<file path="config.mk">
export PLATFORM = sky130hd
export DESIGN_NAME = mvm_sequencer
export DESIGN_NICKNAME = d
export VERILOG_FILES = /design/src/rtl/nn_seq_pkg.sv /design/src/rtl/mvm_index_counter.sv /design/src/rtl/mvm_sequencer.sv
export SDC_FILE = /design/constraint.sdc
export NUM_CORES = 1
export LEC_CHECK = 0
export CORE_MARGIN = 2
export CORE_UTILIZATION = 49
export CTS_CLUSTER_SIZE = 8
export DETAILED_ROUTE_END_ITERATION = 10
export PLACE_DENSITY = 0.77
export SLEW_MARGIN = 20
export SYNTH_ARGS = -nofsm -noshare
export SYNTH_HDL_FRONTEND = slang
export SYNTH_SLANG_ARGS = --single-unit
</file>
<file path="constraint.sdc">
create_clock -name clock -period 2.8 [get_ports clock]
set_clock_uncertainty 0.2 [all_clocks]
set_input_delay 0.42 -clock clock [delete_from_list [all_inputs] [get_ports clock]]
set_output_delay 0.42 -clock clock [all_outputs]
set_load 0.1 [all_outputs]
</file>
<file path="src/rtl/nn_seq_pkg.sv">
// Shared types and helpers for the matrix-vector pass sequencer.
package nn_seq_pkg;

    typedef enum logic [2:0] {
        IDLE  = 3'd0,
        RUN   = 3'd1,
        DRAIN = 3'd2,
        WRITE = 3'd3,
        DONE  = 3'd4
    } seq_state_e;

    // Weight memory read latency; the MAC control pipeline is one stage deep.
    localparam int unsigned MEM_RD_LAT = 1;

    // Index width for a count of n items, never narrower than one bit.
    function automatic int unsigned idx_width(input int unsigned n);
        return (n <= 1) ? 1 : $clog2(n);
    endfunction

endpackage

</file>
<file path="src/rtl/mvm_index_counter.sv">
// Row/column index counter with synchronous clear and a last-value flag.
module mvm_index_counter #(
    parameter int unsigned WIDTH = 2,
    parameter int unsigned MAX   = 3
) (
    input  logic             clock,
    input  logic             reset_n,
    input  logic             en,
    input  logic             clear,
    output logic [WIDTH-1:0] index,
    output logic             last_c
);

    assign last_c = (index == WIDTH'(MAX));

    // Clear has priority; wrap at MAX is a safety net, the FSM never steps past it.
    always_ff @(posedge clock or negedge reset_n) begin
        if (!reset_n) begin
            index <= '0;
        end else if (clear) begin
            index <= '0;
        end else if (en) begin
            index <= last_c ? '0 : index + WIDTH'(1);
        end
    end

endmodule

</file>
<file path="src/rtl/mvm_sequencer.sv">
// Sequences one matrix-vector pass: row/column walk, MAC control and result writes.
// Optional build macro MVM_SEQ_STALL_EN lets 'stall' hold the column walk in RUN.
module mvm_sequencer
    import nn_seq_pkg::*;
#(
    parameter  int unsigned NUM_ROWS = 4,
    parameter  int unsigned NUM_COLS = 3,
    localparam int unsigned ROW_W    = idx_width(NUM_ROWS),
    localparam int unsigned COL_W    = idx_width(NUM_COLS)
) (
    input  logic             clock,
    input  logic             reset_n,
    input  logic             start,
    input  logic             clear,
    input  logic             stall,
    output logic [ROW_W-1:0] row_index,
    output logic [COL_W-1:0] col_index,
    output logic             mem_rd_en,
    output logic             mac_en,
    output logic             acc_clear,
    output logic             out_we,
    output logic [ROW_W-1:0] out_addr,
    output logic             busy,
    output logic             done
);

    seq_state_e state_q;
    seq_state_e state_d;

    logic             stall_eff;
    logic             rd_q;
    logic             rd_d;
    logic             mac_d;
    logic             acc_d;
    logic             we_d;
    logic [ROW_W-1:0] addr_d;
    logic             busy_d;
    logic             done_d;
    logic             col_en;
    logic             col_clr;
    logic             row_en;
    logic             row_clr;
    logic             col_last_c;
    logic             row_last_c;

`ifdef MVM_SEQ_STALL_EN
    assign stall_eff = stall;
    // Stall gates the read in the same cycle; the registered read enable holds.
    assign mem_rd_en = rd_q & ~stall;
`else
    logic unused_stall;
    assign unused_stall = stall;
    assign stall_eff    = 1'b0;
    assign mem_rd_en    = rd_q;
`endif

    mvm_index_counter #(
        .WIDTH (COL_W),
        .MAX   (NUM_COLS - 1)
    ) u_col_cnt (
        .clock   (clock),
        .reset_n (reset_n),
        .en      (col_en),
        .clear   (col_clr),
        .index   (col_index),
        .last_c  (col_last_c)
    );

    mvm_index_counter #(
        .WIDTH (ROW_W),
        .MAX   (NUM_ROWS - 1)
    ) u_row_cnt (
        .clock   (clock),
        .reset_n (reset_n),
        .en      (row_en),
        .clear   (row_clr),
        .index   (row_index),
        .last_c  (row_last_c)
    );

    // State register
    always_ff @(posedge clock or negedge reset_n) begin
        if (!reset_n) begin
            state_q <= IDLE;
        end else begin
            state_q <= state_d;
        end
    end

    // Next-state logic; clear overrides every transition, including start in IDLE.
    always_comb begin
        state_d = state_q;
        unique case (state_q)
            IDLE:    if (start) state_d = RUN;
            RUN:     if (col_last_c && !stall_eff) state_d = DRAIN;
            DRAIN:   state_d = WRITE;
            WRITE:   state_d = row_last_c ? DONE : RUN;
            DONE:    state_d = IDLE;
            default: state_d = IDLE;
        endcase
        if (clear) begin
            state_d = IDLE;
        end
    end

    // Output and counter-control logic; output values are for the next cycle.
    always_comb begin
        rd_d    = 1'b0;
        mac_d   = 1'b0;
        acc_d   = 1'b0;
        we_d    = 1'b0;
        addr_d  = '0;
        busy_d  = 1'b0;
        done_d  = 1'b0;
        col_en  = 1'b0;
        col_clr = clear;
        row_en  = 1'b0;
        row_clr = clear;
        if (!clear) begin
            rd_d    = (state_d == RUN);
            we_d    = (state_d == WRITE);
            busy_d  = (state_d != IDLE);
            done_d  = (state_d == DONE);
            addr_d  = (state_d == WRITE) ? row_index : '0;
            mac_d   = mem_rd_en;
            acc_d   = mem_rd_en && (col_index == '0);
            col_en  = (state_q == RUN) && !stall_eff && !col_last_c;
            col_clr = (state_q == WRITE);
            row_en  = (state_q == WRITE) && !row_last_c;
            row_clr = (state_q == DONE);
        end
    end

    // Output registers; mac_en/acc_clear trail the read by the memory latency.
    always_ff @(posedge clock or negedge reset_n) begin
        if (!reset_n) begin
            rd_q      <= 1'b0;
            mac_en    <= 1'b0;
            acc_clear <= 1'b0;
            out_we    <= 1'b0;
            out_addr  <= '0;
            busy      <= 1'b0;
            done      <= 1'b0;
        end else begin
            rd_q      <= rd_d;
            mac_en    <= mac_d;
            acc_clear <= acc_d;
            out_we    <= we_d;
            out_addr  <= addr_d;
            busy      <= busy_d;
            done      <= done_d;
        end
    end

endmodule
</file>
# After elaboration in Yosys (flattened, before gate mapping)
# Cells that the tools add are included.
[word_totals]
regBits = 15
output_inout_bits = 12
[op_classes]
addsub = 2
n_eq_ne = 9
muxes = 23
reduce_logical = 10
[ops]
columns = ["operator", "count"]
rows = [
  ["two-way mux 2 bit", 8],
  ["two-way mux 3 bit", 4],
  ["one-hot mux 3 bit (4 select lines)", 1],
  ["two-way mux 1 bit", 10],
  ["== test 3 x 2 -> 1 bit (second input constant)", 3],
  ["== test 3 x 1 -> 1 bit (second input constant)", 2],
  ["== test 3 bit (second input constant)", 2],
  ["adder 2 x 1 -> 2 bit (second input constant)", 2],
  ["== test 2 bit (second input constant)", 2],
  ["nonzero test 2 bit", 2],
  ["logical AND 1 bit", 3],
  ["zero test 3 bit", 1],
  ["nonzero test 3 bit", 1],
  ["zero test 1 bit", 2],
  ["zero test 2 bit", 1],
]

# Depth between registers and ports, before layout
[depth]
word_depth = 7
depth_mapped = 4

# Cells and area by module
# A second synthesis with hierarchy kept.
[hier_totals]
hier_cells = 62
area_unflattened_um2 = 686.9
[modules_own_cells]
columns = ["mod", "n_inst", "cells_each", "area_each_um2"]
rows = [
  ["mvm_sequencer", 1, 45, 491.7],
  ["mvm_index_counter at u_row_cnt", 1, 8, 100.1],
  ["mvm_index_counter at u_col_cnt", 1, 9, 95.1],
]

# Worst setup path before layout
# No wires, ideal clock.
[synth_timing]
path_kind = "flip-flop to flip-flop"
start = "register u_row_cnt.index[0]"
end = "register u_row_cnt.index[0]"
setup_ns = 0.122
t_arrival_ns = 1.833
required_ns = 2.478
setup_slack_ns = 0.646
path_stages_with_launch = 4
path_buffers = 0
path_cell_list = "dfrtp_1 -> ha_1 -> and4bb_4 -> a2111oi_1"
[synth_between]
elab_chain_len = 5
word_cells_on_any_way = 9
cone_classes = "add/sub: 1; eq/ne: 1; mux: 4; reduce/logical: 3"
[synth_rtl]
columns = ["item", "line_no", "rtl"]
rows = [
  ["from (decl)", "mvm_index_counter.sv:10", "output logic [WIDTH-1:0] index,"],
  ["from (signal assigned)", "mvm_index_counter.sv:23", "index <= last_c ? '0 : index + WIDTH'(1);"],
  ["branches (longest 5 deep; another with adder 2 x 1 -> 2 bit)", "-", ""],
]
# Parallel ways; which one is timed is not known. The select of a mux whose other input is x is not followed.
# A chain may end at the register's enable or synchronous reset.

# Worst setup path after layout
[layout_timing]
start = "register state_q[2]"
end = "register u_row_cnt.index[0]"
[layout_between]
elab_chain_len = 4
word_cells_on_any_way = 7
cone_classes = "eq/ne: 2; mux: 3; reduce/logical: 2"
[layout_rtl]
columns = ["item", "line_no", "rtl"]
rows = [
  ["from (decl)", "mvm_sequencer.sv:27", "seq_state_e state_q;"],
  ["from (signal assigned)", "mvm_sequencer.sv:86", "state_q <= state_d;"],
  ["== test 3 x 2 -> 1 bit", "mvm_sequencer.sv:129", "row_en = (state_q == WRITE) && !row_last_c;"],
  ["logical AND 1 bit", "mvm_sequencer.sv:129", ""],
  ["two-way mux 1 bit", "mvm_sequencer.sv:119", "if (!clear) begin"],
  ["nonzero test 2 bit (no line)", "-", ""],
]
# Several ways; a longest one is shown, not always the timed one.

==> impl_metrics.toml <==
[pwr]
comb_power_share_pct = 25.7
pwr-share-seq_pct = 49.0
switching_power_uw = 179
power_density_nw_per_um2 = 596
power_report.internal_total_uw = 313
ir_worst_vdd_uv = 268
p_sw_share_pct = 36.4
leakage_uw = 0.000384
clock_power_share_pct = 25.3

[clock_network]
cts_sinks = 15
postCtsSetupRepairBufs = 0
cts_hold_buffers = 0
clk_pin_slew_worst_paths_ns = 0.09
cts_resized = 0
numCtsBuffers = 3
clock_tree.root_cell = "clkbuf_4"
h-tree-depth = 1
clock_latency_ns = 0.29
clockBufferDepth = 2
cts_tree = "done"

[grt]
grt_antenna_before_repair = 0
gr-total-overflow = 0
grt_max_degree = 16
use_met1_pct = 21.8
grt_pass1_wl_microns = 2120
met2_usage_pct = 22.5
track_usage_pct = 16.6
grt_pass1_vias = 445
use_met3_pct = 6.09
busiest_layer = "met2"

[worst_setup_path]
crit_type = "reg -> reg"
path_max_fanout = 14
arrival_ns = 1.64
cp.required_ns = 2.76
start_kind = "flip-flop"
endpoint_kind = "flip-flop"

[layout]
diodes = 0
final_area_sq_um = 826
layout_commonest_cell = "dfrtp_1"
post-route-util_pct = 63.5
syn2layout_area_growth_pct = 20.2
final_cell_mix = "dfrtp_1, buf_4, a21oi_1"
drive_gt1_share_pct = 28.4
final_nets = 81

[floorplanning]
fp.dieH_microns = 41.4
die_area_sq_um = 1720
fp.dieW_microns = 41.4
start_util_pct = 52.8
ios = 17
rows = 13
core_sq_um = 1300

[routing]
vias = 488
drt-pass1-iter-count = 4
wirelength_microns = 1210
drtAntennaViolNets = 0
avgRoutedWirePerCell_microns = 13.6
drt_iter0_drc = 7
drc_errors = 0
vias_per_cell = 5.48

[timing]
rsz0062_at_grt = "no"
fmax_mhz = 595
finalSetupViolations = 0
slew_headroom_pct = 55.0
finalHoldViolCount = 0
drv_slew = 0
setup_tns_ns = 0
fin_crit_ns = 1.68
worstMarginPinSlew_ns = 0.673
finalCritPeriodShare_pct = 60.0
setup_slack_ns = 1.12

[logic_synthesis]
synth-main-ff-cell = "dfrtp_1"
netlist_area_sq_um = 687
synth.distinct_cells = 32
yosysWarnings = 0
synth-seq-cells = 15
synth_edf_count = 0
ys_seq_area_share_pct = 54.6
synth_fp_nets = 65
post_synth.cell_area_avg_sq_um = 11.6
syn_inst = 59
synthArstFlopShare_pct = 100

[run_status]
status = "finished clean"

[place]
place_hpwl_microns = 791
port_buffers = 15
gp_congestion = 0.747
post-place-ws_ns = 0.947
placedInstanceArea_sq_um = 798

[min_path]
hold_class = "in -> async"

[job]
max_cap_violations = 0
critical path: stages (launching register included):
cell,delay [ns]
dfrtp_1,0.65
and4bb_4,0.28
a2111oi_1,0.42
power by group through the flow:
stage          combinational [uW]  sequential [uW]  clock, uW
3_5_place_dp                  127              246          0
5_1_grt                       133              243        143
3_3_place_gp                  127              245          0
2_1_floorplan                37.4              308          0
6_report                      126              241        125
4_1_cts                       128              241        129
cell type report:
type / count / area, sq um
well taps: 15 / 18.8
repair buffers: 15 / 120
flip-flops and latches: 15 / 375
inverters: 2 / 7.51
clock buffers: 3 / 22.5
multi-input cells: 38 / 277
clock inverters: 1 / 5.00
fillers: 114 / 475
Yosys cell counts (all sizes together) (2+ instances only):
library cell | number | area, sq um
a21oi | 4 | 20.0
and2 | 2 | 12.5
dfrtp | 15 | 375
inv | 2 | 7.50
nor3 | 4 | 25.0
a211oi | 2 | 20.0
nor3b | 3 | 22.5
buf | 4 | 27.5
o21ai | 2 | 10.0
nor2b | 3 | 18.8
nand2b | 3 | 18.8
a2111oi | 2 | 25.0
registers in the layout (all words and copies together) (netlist names), 2 cells and up:
signal / cells
out_addr: 2
state_q: 3
u_col_cnt.index: 2
u_row_cnt.index: 2
per-layer routing:
layer	share of wire, %	routed length (microns)
met5	0	0
met2	46	556
met3	4.6	56
met4	3.0	36
met1	46	564
final timing paths:
path / slack [ns] / cells after the start / startpoint / to
hold / removal: 0.34 / 1 / reset_n / out_we
max in group asynchronous: 1.64 / 1 / reset_n / state_q[0]
min in group clock: 0.34 / 1 / u_col_cnt.index[0] / acc_clear
setup reg to reg: 1.12 / 2 / state_q[2] / u_row_cnt.index[0]
hold reg to reg: 0.34 / 1 / u_col_cnt.index[0] / acc_clear
setup / recovery: 1.12 / 2 / state_q[2] / u_row_cnt.index[0]
through the flow:
| step | hold slack, ns | instances | total power, uW |
|---|---|---|---|
| global route | 0.369 | 89 | 519 |
| detailed placement | 0.331 | 85 | 373 |
| finish | 0.336 | 89 | 492 |
| global placement | 0.330 | 85 | 372 |
| floorplan | -0.0756 | 59 | 345 |
| CTS | 0.345 | 89 | 498 |
cells by family after synthesis:
kind of cell               Yosys count  synth area share, %
AOI/OAI and AO/OA                   13                 14.4
adders and majority gates            1                 1.82
and+or+nand+nor                     23                 22.6
DFF                                 15                 54.6
buffers and inverters                6                 5.10
muxes                                1                 1.46
Power figures use the tool's default switching activity.
